**src/rtl/f2_anchor_lock_tracker_if.sv**
```systemverilog
// f2_anchor_lock_tracker_if
//   Bundles the sample-rate inputs and the lock-tracking outputs of
//   f2_anchor_lock_tracker.
//   master : drives clk_en, f2_alignment, f2_detuning, episodes_clr and
//            observes the tracker outputs (upstream/host side)
//   slave  : the tracker itself
//   Signals:
//     clk_en        sample strobe
//     f2_alignment  signed Q14 alignment from the boundary detector
//     f2_detuning   signed |f2 - SR3| detuning, OMEGA_DT units
//     episodes_clr  synchronous clear of lock_episodes
//     lock_state    0=IDLE 1=ARMING 2=LOCKED 3=RELEASING
//     locked        high in LOCKED or RELEASING
//     lock_onset    one-cycle pulse on entry to LOCKED
//     lock_release  one-cycle pulse on return to IDLE from a lock episode
//     dwell_count   samples spent in the current episode
//     last_dwell    length of the last completed episode
//     lock_episodes completed-episode count
//     align_smooth  EMA of the clamped alignment, Q14
interface f2_anchor_lock_tracker_if #(
    parameter int WIDTH = 18,
    parameter int CNT_W = 16
);
    logic                    clk_en;
    logic signed [WIDTH-1:0] f2_alignment;
    logic signed [WIDTH-1:0] f2_detuning;
    logic                    episodes_clr;
    logic [1:0]              lock_state;
    logic                    locked;
    logic                    lock_onset;
    logic                    lock_release;
    logic [CNT_W-1:0]        dwell_count;
    logic [CNT_W-1:0]        last_dwell;
    logic [CNT_W-1:0]        lock_episodes;
    logic signed [WIDTH-1:0] align_smooth;

    modport master (
        output clk_en, f2_alignment, f2_detuning, episodes_clr,
        input  lock_state, locked, lock_onset, lock_release,
               dwell_count, last_dwell, lock_episodes, align_smooth
    );

    modport slave (
        input  clk_en, f2_alignment, f2_detuning, episodes_clr,
        output lock_state, locked, lock_onset, lock_release,
               dwell_count, last_dwell, lock_episodes, align_smooth
    );
endinterface

```
**src/rtl/f2_anchor_lock_tracker.sv**
```systemverilog
// f2_anchor_lock_tracker
//   Consumes the f2 boundary detector's Q14 alignment and detuning and runs a
//   hysteretic IDLE/ARMING/LOCKED/RELEASING state machine that declares
//   f2-SR3 stability-anchor lock episodes. Tracks dwell of the current
//   episode, the length of the last completed episode, a completed-episode
//   count, and an exponential moving average of the clamped alignment.
//   Ports:
//     clk  : clock
//     rst  : asynchronous active-high reset
//     bus  : f2_anchor_lock_tracker_if.slave (inputs/outputs listed there)
module f2_anchor_lock_tracker #(
    parameter int WIDTH      = 18,
    parameter int ENTER_TH   = 12288,
    parameter int EXIT_TH    = 8192,
    parameter int ENTER_HOLD = 8,
    parameter int EXIT_HOLD  = 4,
    parameter int MAX_DET    = 16,
    parameter int CNT_W      = 16,
    parameter int EMA_SHIFT  = 3
) (
    input  logic                          clk,
    input  logic                          rst,
    f2_anchor_lock_tracker_if.slave       bus
);

    typedef enum logic [1:0] {
        IDLE      = 2'd0,
        ARMING    = 2'd1,
        LOCKED    = 2'd2,
        RELEASING = 2'd3
    } state_t;

    localparam int HOLD_MAX = (ENTER_HOLD > EXIT_HOLD) ? ENTER_HOLD : EXIT_HOLD;
    localparam int HOLD_W   = $clog2(HOLD_MAX) + 1;

    localparam logic signed [WIDTH-1:0] ONE_Q14    = WIDTH'(16384);
    localparam logic signed [WIDTH-1:0] ENTER_TH_S = WIDTH'(ENTER_TH);
    localparam logic signed [WIDTH-1:0] EXIT_TH_S  = WIDTH'(EXIT_TH);
    localparam logic signed [WIDTH-1:0] MAX_DET_S  = WIDTH'(MAX_DET);
    localparam logic [HOLD_W-1:0]       ENTER_LAST = HOLD_W'(ENTER_HOLD - 1);
    localparam logic [HOLD_W-1:0]       EXIT_LAST  = HOLD_W'(EXIT_HOLD - 1);
    localparam logic [HOLD_W-1:0]       HOLD_ONE   = HOLD_W'(1);
    localparam logic [CNT_W-1:0]        CNT_MAX    = '1;

    state_t                  state_q, state_d;
    logic [HOLD_W-1:0]       hold_q, hold_d;
    logic [CNT_W-1:0]        dwell_q, dwell_d;
    logic [CNT_W-1:0]        last_dwell_q, last_dwell_d;
    logic [CNT_W-1:0]        episodes_q, episodes_d;
    logic signed [WIDTH-1:0] smooth_q, smooth_d;
    logic                    onset_q, onset_d;
    logic                    release_q, release_d;

    logic signed [WIDTH-1:0] align_clamped;
    logic                    veto;
    logic [CNT_W-1:0]        dwell_inc;
    logic [CNT_W-1:0]        episodes_inc;
    logic signed [WIDTH:0]   ema_diff;
    logic signed [WIDTH:0]   ema_step;
    logic                    do_release;

    // Input conditioning shared by the FSM and the EMA.
    always_comb begin
        if (bus.f2_alignment[WIDTH-1]) begin
            align_clamped = '0;
        end else if (bus.f2_alignment > ONE_Q14) begin
            align_clamped = ONE_Q14;
        end else begin
            align_clamped = bus.f2_alignment;
        end
        veto         = bus.f2_detuning > MAX_DET_S;
        dwell_inc    = (dwell_q == CNT_MAX) ? dwell_q : dwell_q + 1'b1;
        episodes_inc = (episodes_q == CNT_MAX) ? episodes_q : episodes_q + 1'b1;
        // One extra bit keeps the difference exact across the full [0,1] range.
        ema_diff     = {align_clamped[WIDTH-1], align_clamped} - {smooth_q[WIDTH-1], smooth_q};
        ema_step     = ema_diff >>> EMA_SHIFT;
    end

    always_comb begin
        state_d      = state_q;
        hold_d       = hold_q;
        dwell_d      = dwell_q;
        last_dwell_d = last_dwell_q;
        episodes_d   = episodes_q;
        smooth_d     = smooth_q;
        onset_d      = 1'b0;  // pulses self-clear on every clk edge
        release_d    = 1'b0;
        do_release   = 1'b0;

        if (bus.clk_en) begin
            smooth_d = smooth_q + ema_step[WIDTH-1:0];
            case (state_q)
                IDLE: begin
                    if (!veto && align_clamped >= ENTER_TH_S) begin
                        state_d = ARMING;
                        hold_d  = HOLD_ONE;
                    end
                end
                ARMING: begin
                    if (veto || align_clamped < ENTER_TH_S) begin
                        state_d = IDLE;
                        hold_d  = '0;
                    end else if (hold_q == ENTER_LAST) begin
                        state_d = LOCKED;
                        hold_d  = '0;
                        dwell_d = '0;
                        onset_d = 1'b1;
                    end else begin
                        hold_d = hold_q + 1'b1;
                    end
                end
                LOCKED: begin
                    dwell_d = dwell_inc;
                    if (veto) begin
                        do_release = 1'b1;
                    end else if (align_clamped < EXIT_TH_S) begin
                        state_d = RELEASING;
                        hold_d  = HOLD_ONE;
                    end
                end
                RELEASING: begin
                    dwell_d = dwell_inc;
                    if (veto) begin
                        do_release = 1'b1;
                    end else if (align_clamped >= EXIT_TH_S) begin
                        state_d = LOCKED;
                        hold_d  = '0;
                    end else if (hold_q == EXIT_LAST) begin
                        do_release = 1'b1;
                    end else begin
                        hold_d = hold_q + 1'b1;
                    end
                end
                default: state_d = IDLE;
            endcase

            // Normal and veto-abort releases close the episode identically;
            // the releasing sample itself counts toward the episode length.
            if (do_release) begin
                state_d      = IDLE;
                hold_d       = '0;
                dwell_d      = '0;
                last_dwell_d = dwell_inc;
                episodes_d   = episodes_inc;
                release_d    = 1'b1;
            end
        end

        // Clear wins over a same-cycle increment and ignores clk_en.
        if (bus.episodes_clr) begin
            episodes_d = '0;
        end
    end

    always_ff @(posedge clk or posedge rst) begin
        if (rst) begin
            state_q      <= IDLE;
            hold_q       <= '0;
            dwell_q      <= '0;
            last_dwell_q <= '0;
            episodes_q   <= '0;
            smooth_q     <= '0;
            onset_q      <= 1'b0;
            release_q    <= 1'b0;
        end else begin
            state_q      <= state_d;
            hold_q       <= hold_d;
            dwell_q      <= dwell_d;
            last_dwell_q <= last_dwell_d;
            episodes_q   <= episodes_d;
            smooth_q     <= smooth_d;
            onset_q      <= onset_d;
            release_q    <= release_d;
        end
    end

    assign bus.lock_state    = state_q;
    assign bus.locked        = (state_q == LOCKED) || (state_q == RELEASING);
    assign bus.lock_onset    = onset_q;
    assign bus.lock_release  = release_q;
    assign bus.dwell_count   = dwell_q;
    assign bus.last_dwell    = last_dwell_q;
    assign bus.lock_episodes = episodes_q;
    assign bus.align_smooth  = smooth_q;

endmodule

```
**src/flat_wrapper.sv**
```systemverilog
// flat-port wrapper written by rule: the top's interface ports become plain ports
module f2_anchor_lock_tracker_flat 
#(
    parameter int WIDTH      = 18,
    parameter int ENTER_TH   = 12288,
    parameter int EXIT_TH    = 8192,
    parameter int ENTER_HOLD = 8,
    parameter int EXIT_HOLD  = 4,
    parameter int MAX_DET    = 16,
    parameter int CNT_W      = 16,
    parameter int EMA_SHIFT  = 3
)
  (clk, rst, bus_clk_en, bus_f2_alignment, bus_f2_detuning, bus_episodes_clr, bus_lock_state, bus_locked, bus_lock_onset, bus_lock_release, bus_dwell_count, bus_last_dwell, bus_lock_episodes, bus_align_smooth);
  f2_anchor_lock_tracker_if #(.WIDTH(WIDTH), .CNT_W(CNT_W)) bus_i ();
  input  logic clk;
  input  logic rst;
  input wire logic [$bits(bus_i.clk_en)-1:0] bus_clk_en;
  input wire logic [$bits(bus_i.f2_alignment)-1:0] bus_f2_alignment;
  input wire logic [$bits(bus_i.f2_detuning)-1:0] bus_f2_detuning;
  input wire logic [$bits(bus_i.episodes_clr)-1:0] bus_episodes_clr;
  output wire logic [$bits(bus_i.lock_state)-1:0] bus_lock_state;
  output wire logic [$bits(bus_i.locked)-1:0] bus_locked;
  output wire logic [$bits(bus_i.lock_onset)-1:0] bus_lock_onset;
  output wire logic [$bits(bus_i.lock_release)-1:0] bus_lock_release;
  output wire logic [$bits(bus_i.dwell_count)-1:0] bus_dwell_count;
  output wire logic [$bits(bus_i.last_dwell)-1:0] bus_last_dwell;
  output wire logic [$bits(bus_i.lock_episodes)-1:0] bus_lock_episodes;
  output wire logic [$bits(bus_i.align_smooth)-1:0] bus_align_smooth;
  assign bus_i.clk_en = bus_clk_en;
  assign bus_i.f2_alignment = bus_f2_alignment;
  assign bus_i.f2_detuning = bus_f2_detuning;
  assign bus_i.episodes_clr = bus_episodes_clr;
  assign bus_lock_state = bus_i.lock_state;
  assign bus_locked = bus_i.locked;
  assign bus_lock_onset = bus_i.lock_onset;
  assign bus_lock_release = bus_i.lock_release;
  assign bus_dwell_count = bus_i.dwell_count;
  assign bus_last_dwell = bus_i.last_dwell;
  assign bus_lock_episodes = bus_i.lock_episodes;
  assign bus_align_smooth = bus_i.align_smooth;
  f2_anchor_lock_tracker #(.WIDTH(WIDTH), .ENTER_TH(ENTER_TH), .EXIT_TH(EXIT_TH), .ENTER_HOLD(ENTER_HOLD), .EXIT_HOLD(EXIT_HOLD), .MAX_DET(MAX_DET), .CNT_W(CNT_W), .EMA_SHIFT(EMA_SHIFT)) u_core (.clk(clk), .rst(rst), .bus(bus_i));
endmodule
```
**config.mk**
```make
export PLATFORM = sky130hd
export DESIGN_NAME = f2_anchor_lock_tracker_flat
export DESIGN_NICKNAME = d
export VERILOG_FILES = /design/src/rtl/f2_anchor_lock_tracker_if.sv /design/src/rtl/f2_anchor_lock_tracker.sv /design/src/flat_wrapper.sv
export SDC_FILE = /design/constraint.sdc
export NUM_CORES = 1
export LEC_CHECK = 0
export CELL_PAD_IN_SITES_DETAIL_PLACEMENT = 1
export CELL_PAD_IN_SITES_GLOBAL_PLACEMENT = 2
export CORE_MARGIN = 2
export CORE_UTILIZATION = 30
export DETAILED_ROUTE_END_ITERATION = 10
export PLACE_DENSITY = 0.85
export SYNTH_ARGS = -nofsm -noshare
export SYNTH_HDL_FRONTEND = slang
export SYNTH_SLANG_ARGS = --single-unit
```
**constraint.sdc**
```tcl
create_clock -name clk -period 4.6 [get_ports clk]
set_input_delay 1.38 -clock clk [delete_from_list [all_inputs] [get_ports clk]]
set_output_delay 1.38 -clock clk [all_outputs]
set_load 0.02 [all_outputs]
```
==> run metrics, run 1 <==
die span in x 136 µm; ys async rst share 100%; DRC 0; CP Buf/Inv Count 3; final instance area 0.00810 mm²; Core Box Area 0.0172 mm²; Post-synth top flop dfrtp_1; worst rel slew slack 46.7%; critical path's slowest cell ha_1; CP max stage delay 0.31 ns; delay-heaviest family, CP compound AO/OA/AOI/OAI gates; overall via count from detail_route 5540; Syn Std Cell Area 0.00526 mm²; most common cell after layout, fill and taps aside buf_4; Synth-to-Final Area Change 54.2%; vias per cell 5.17; clock tree buffer depth 2; global route total overflow 0; first-pass GRT wire length 30.1 mm; outcome finished with violations; worst reg2reg path endpoint u_core.bus.align_smooth[17]$_DFFE_PP0P_; Final #Nets 919; cell area after placement 0.00736 mm²; Crit Path Class in2reg; CTS buffer count 9; largest net degree at the start of global routing 43; clock-pin slew on the worst setup and hold paths 0.06 ns; Post-synth EDFFs 0; FILL cells 2040; Synth cell types 61; max-capacitance violation count 0; GPL Wtd Cong 0.834; post-synthesis sequential area ratio 35.2%; min-delay src u_core.bus.last_dwell[14]$_DFFE_PP0P_; Initial DRT Pass Iterations 4; critical path launch point type input port; CTS Hold Bufs 0; Hold Path Sink u_core.bus.last_dwell[14]$_DFFE_PP0P_; worst-skew pair later-pin latency 0.35 ns; final hold violations 0; R2R setup slack 0.60 ns; fin crit share 118%; Clock Sinks 74; fraction of layout cells with a size suffix above 1 25.8%; crit end category register; Leakage 0.00357 µW; Warnings, synthesis 0; syn_area_per_cell 8.37 µm²; final setup skew 0.0139 ns; Row Count 48; starting density of the core 30.5%; Reg-to-Reg Start u_core.bus.align_smooth[3]$_DFFE_PP0P_; actual slew at the worst max-slew pin 0.798 ns; Port Buf Inserts 110; PD cells 695 mW/mm²; clock root buffer clkbuf_16; worst path required time 4.82 ns; failing checks negative setup slack; maximum vdd drop 0.305 mV; arrival time worst endpoint 5.65 ns; GRT Util Overall 20.5%; Worst Slack Setup Final -0.836 ns; most frequent cells in the layout 103 x buf_4, 94 x clkdlybuf4s50_1, 74 x dfrtp_1; Max Slew Vio Count 0; Finished Layout Cells 1071; cell depth of the worst flop-to-flop path 20; HPWL Detailed 14.0 mm; Ports 111; post-synthesis cell count 628; ANT cells 0; Routed Antenna Nets 0; DP Cell Count 1036; Die ar. 0.0186 mm²; floorplan die height 136 µm; Hold Path Depth 2; RSZ-0062 raised after global routing yes; H-tree depth 3; CTS tree done; Register Area 0.00185 mm²; Finish-stage setup viols 12; final WL 19.1 mm; vias in the first global route 5869; Max Clk Rate 184 MHz; Yosys reg bits 74; fin crit period 5.44 ns; initial antenna violation count 1; multi-input logic area 0.00362 mm²; Avg WL per Cell 17.8 µm; Hold Crit Class reg2reg; Iter 0 DRT Violations 179; worst-path maximum fanout 4
[sequential cells by signal, indices dropped and copies added, names as in the netlist]
register and cells:
u_core.bus.align_smooth 18, u_core.bus.dwell_count 16, u_core.bus.last_dwell 16, u_core.bus.lock_episodes 16, u_core.hold_q 4, u_core.bus.lock_state 2, u_core.bus.lock_onset 1, u_core.bus.lock_release 1
[worst reg2reg max path, cell delays in order (launching register included)]
cell and delay (ns):
dfrtp_1 0.47, inv_1 0.17, ha_1 0.35, nand3_1 0.09
nand2_2 0.08, a41oi_4 0.27, o21ai_4 0.12, buf_6 0.13
and3_1 0.18, o21ai_2 0.23, a21oi_2 0.09, xnor2_1 0.14
ha_1 0.31, a21o_1 0.19, a21o_1 0.24, o21ai_2 0.21
a31oi_4 0.05, o21a_1 0.20, nor2_2 0.13, a2111o_1 0.14
o211ai_2 0.08
[Yosys cell counts, types with 15 or more instances]
cell	instances	area share, %
dfrtp_1	74	35
nand2_1	66	4.7
o21ai_0	65	6.2
nor2_1	49	3.5
a21oi_1	45	4.3
ha_1	37	8.8
inv_1	35	2.5
xnor2_1	29	4.8
nand3_1	27	2.6
a21o_1	15	2.1
and2_1	15	1.8
clkbuf_1	15	1.1
[power breakdown]
part / internal (µW) / switching (µW)
combinational: 2020 / 1920
sequential: 783 / 179
clock: 422 / 309
total: 3230 / 2410
[kinds of logic after synthesis]
kind of cell	after synthesis	synth area share, %
AOI/OAI and AO/OA	179	21.2
xor gates and xnor gates	43	7.17
adders and majority gates	38	9.19
buffers and inverters	56	4.02
DFF	74	35.2
muxes	6	1.19
other	1	0.0714
and+or+nand+nor	231	21.9
[repair_timing]
item                       4_1_cts  5_1_grt
hold endpoints to repair         0        0
pin swaps                       48       52
gates resized for setup         95       47
setup buffers                   12       10
gates cloned                     0        0
setup endpoints to repair       15       15
[cell type report]
| class | instances | share of cell area (%) |
|---|---|---|
| multi-input cells | 499 | 44.7 |
| repair buffers | 220 | 23.6 |
| flip-flops and latches | 74 | 22.9 |
| well taps | 225 | 3.47 |
| clock buffers | 10 | 2.83 |
| clock inverters | 6 | 0.834 |
| inverters | 37 | 1.71 |
[metal layers]
| layer | vias up | part of all wire (%) | wire length (µm) | global-route usage [%] |
|---|---|---|---|---|
| met4 | 2 | 1.5 | 284 | 5.61 |
| li1 | 2670 | - | - | - |
| met5 | - | 0.068 | 13 | 0 |
| met2 | 86 | 53 | 10100 | 37.2 |
| met3 | 20 | 2.8 | 535 | 3.77 |
| met1 | 2762 | 42 | 8100 | 24.7 |
[metrics by stage]
stage	util, %	setup TNS (ns)	hold WS (ns)	total power [µW]	worst slack, ns
after floorplan	-	-5.75	0.475	2700	-0.713
after global placement	42.7	-14.25	0.465	3960	-1.33
after detailed placement	42.7	-17.25	0.472	4090	-1.65
after CTS	45.4	-6.47	0.487	5190	-0.773
after global routing	47.0	-9.37	0.530	6020	-1.07
final	47.0	-6.59	0.483	5630	-0.836
[worst max path at each step]
stage	from	slack, ns	endpoint	cells past startpoint
after floorplan	bus_f2_alignment[4]	-0.71	u_core.bus.align_smooth[17]$_DFFE_PP0P_	24
after global placement	bus_f2_alignment[3]	-1.33	u_core.bus.align_smooth[17]$_DFFE_PP0P_	24
after detailed placement	bus_f2_alignment[15]	-1.65	u_core.bus.align_smooth[17]$_DFFE_PP0P_	24
final	bus_f2_alignment[12]	-0.84	u_core.bus.align_smooth[17]$_DFFE_PP0P_	26
after global routing	bus_f2_alignment[12]	-1.07	u_core.bus.align_smooth[17]$_DFFE_PP0P_	25
after CTS	bus_f2_alignment[0]	-0.77	u_core.bus.align_smooth[17]$_DFFE_PP0P_	25
Note: power is estimated with default switching activity, not from simulation.
==> run 2, diff against run 1 <==
CORE_ASPECT_RATIO = 0.75   (was not set)
SETUP_SLACK_MARGIN = 0.2   (was not set)
==> run metrics, run 2 (synthesis gave the netlist of run 1 again) <==
vias per cell 5.12 (was 5.17); clock tree buffer depth 2 (unchanged); Row Count 41 (was 48); outcome finished with violations (unchanged); critical path's slowest cell a311oi_4 (was ha_1); worst rel slew slack 32.9% (was 46.7%); overall via count from detail_route 5556 (was 5540); initial antenna violation count 0 (was 1); vias in the first global route 6119 (was 5869); final hold violations 0 (unchanged); Worst Slack Setup Final -0.842 ns (was -0.836 ns); maximum vdd drop 0.347 mV (was 0.305 mV); internal power 3430 µW (was 3230 µW); clock root buffer clkbuf_16 (unchanged); Psw 2410 µW (about the same); final instance area 0.00823 mm² (was 0.00810 mm²); CP max stage delay 0.37 ns (was 0.31 ns); Crit Path Class in2reg (unchanged); Ports 111 (unchanged); HPWL Detailed 14.0 mm (about the same); post-layout util 48.5% (was 47.0%); Avg WL per Cell 17.7 µm (was 17.8 µm); Sequential Power Share 16.2% (was 17.1%); Final #Nets 923 (was 919); Clock Sinks 74 (unchanged); Synth-to-Final Area Change 56.7% (was 54.2%); clock-pin slew on the worst setup and hold paths 0.06 ns (about the same); CTS buffer count 9 (unchanged); max reg flops 18 (unchanged); arrival time worst endpoint 5.71 ns (was 5.65 ns); CTS tree done (unchanged); Port Buf Inserts 110 (unchanged); GPL Wtd Cong 0.819 (was 0.834); RSZ-0062 raised after global routing yes (unchanged); most common cell after layout, fill and taps aside buf_4 (unchanged); global route total overflow 0 (unchanged); PD cells 709 mW/mm² (was 695 mW/mm²); CTS Hold Bufs 0 (unchanged); Max Clk Rate 184 MHz (about the same); worst path required time 4.86 ns (was 4.82 ns); Finish-stage setup viols 13 (was 12); Core Box Area 0.0170 mm² (was 0.0172 mm²); Top cell by count, worst path nand3_2; Gate power share 69.2% (was 69.9%); final WL 19.3 mm (was 19.1 mm); worst-skew pair later-pin latency 0.34 ns (was 0.35 ns); most frequent cells in the layout 104 x buf_4, 94 x clkdlybuf4s50_1, 74 x dfrtp_1 (was 103 x buf_4, 94 x clkdlybuf4s50_1, 74 x dfrtp_1); Leakage 0.00364 µW (was 0.00357 µW); DRC 0 (unchanged); Die ar. 0.0186 mm² (about the same); critical path launch point type input port (unchanged); Hold Worst Slack 0.476 ns (was 0.483 ns); die span in x 157 µm (was 136 µm); fraction of layout cells with a size suffix above 1 25.9% (was 25.8%); Hold Crit Class reg2reg (unchanged); crit end category register (unchanged); fin crit period 5.44 ns (about the same); fin crit share 118% (about the same); Routed Antenna Nets 0 (unchanged); delay-heaviest family, CP simple AND/OR/NAND/NOR gates (was compound AO/OA/AOI/OAI gates); max-capacitance violation count 0 (unchanged); CP Buf/Inv Count 3 (unchanged); FILL cells 1933 (was 2040); largest net degree at the start of global routing 75 (was 43); final setup skew 0.00538 ns (was 0.0139 ns); pre-CTS setup slack -1.70 ns (was -1.65 ns); starting density of the core 30.9% (was 30.5%); H-tree depth 3 (unchanged); cell area after placement 0.00735 mm² (was 0.00736 mm²); switching share of power 41.3% (was 42.7%); worst-path maximum fanout 5 (was 4); GRT Util Overall 20.9% (was 20.5%); floorplan die height 119 µm (was 136 µm); failing checks negative setup slack (unchanged); ANT cells 0 (unchanged); actual slew at the worst max-slew pin 1.01 ns (was 0.798 ns); Max Slew Vio Count 0 (unchanged); first-pass GRT wire length 31.2 mm (was 30.1 mm); Initial DRT Pass Iterations 4 (unchanged); Clock Power Share 14.6% (was 13.0%); Iter 0 DRT Violations 229 (was 179)
## run 2: changes by cell type in the layout (fill, tap and decap cells not counted), sizes merged
| cell | previous run | this run |
|---|---|---|
| dlygate4sd2 | 1 | 0 |
| clkinv | 4 | 1 |
| bufinv | 1 | 3 |
| buf | 123 | 130 |
| clkinvlp | 2 | 1 |
| clkdlybuf4s15 | 1 | 0 |
| clkbuf | 11 | 12 |
## run 2: cell type report
type	instances	area (µm²)	area share (%)
Multi-Input combinational cell	499	3620	43.9
Inverter	37	139	1.69
Sequential cell	74	1850	22.5
Timing Repair Buffer	224	1980	24.0
Clock buffer	12	256	3.12
Tap cell	236	295	3.59
Clock inverter	4	97.6	1.19
## run 2: power by group through the flow
stage          sequential [µW]  clock [µW]  combinational (µW)
6_report                   945         853                4040
4_1_cts                    947         876                3610
3_5_place_dp               956           0                3140
2_1_floorplan             1040           0                1660
3_3_place_gp               947           0                3010
5_1_grt                    966         903                4370
## run 2: worst paths after layout
path / from / end / slack (ns) / depth (start not counted)
max reg2reg: u_core.bus.align_smooth[1]$_DFFE_PP0P_ / u_core.bus.align_smooth[17]$_DFFE_PP0P_ / 0.73 / 19
min in group asynchronous: rst / u_core.bus.lock_release$_DFF_PP0_ / 1.70 / 3
max: bus_f2_alignment[4] / u_core.bus.align_smooth[17]$_DFFE_PP0P_ / -0.84 / 25
max in group asynchronous: rst / u_core.bus.align_smooth[4]$_DFFE_PP0P_ / 2.28 / 3
min reg2reg: u_core.bus.last_dwell[14]$_DFFE_PP0P_ / u_core.bus.last_dwell[14]$_DFFE_PP0P_ / 0.48 / 2
min: u_core.bus.last_dwell[14]$_DFFE_PP0P_ / u_core.bus.last_dwell[14]$_DFFE_PP0P_ / 0.48 / 2
## run 2: stage by stage
stage	power, µW	TNS (ns)	cells
after floorplan	2700	-5.75	629
after global placement	3960	-14.83	1046
after detailed placement	4100	-19.19	1046
after CTS	5430	-6.42	1074
after global routing	6240	-10.77	1086
final	5840	-7.80	1086
## run 2: metal layers
metal	wire [µm]	vias to the layer above	GRT usage, %
li1	-	2670	-
met1	8700	2778	26.1
met2	9830	84	37.4
met3	426	24	3.48
met4	300	0	5.10
met5	0	-	0
## run 2: tightest hold or removal path, stage by stage (launching register included)
cell	delay, ns
dfrtp_1	0.34
nand2_1	0.04
o21ai_0	0.06
## run 2: timing repair
action                     CTS  global route
setup buffers               12            12
setup endpoints to repair   16            15
pin swaps                   48            52
resized for setup          122            40
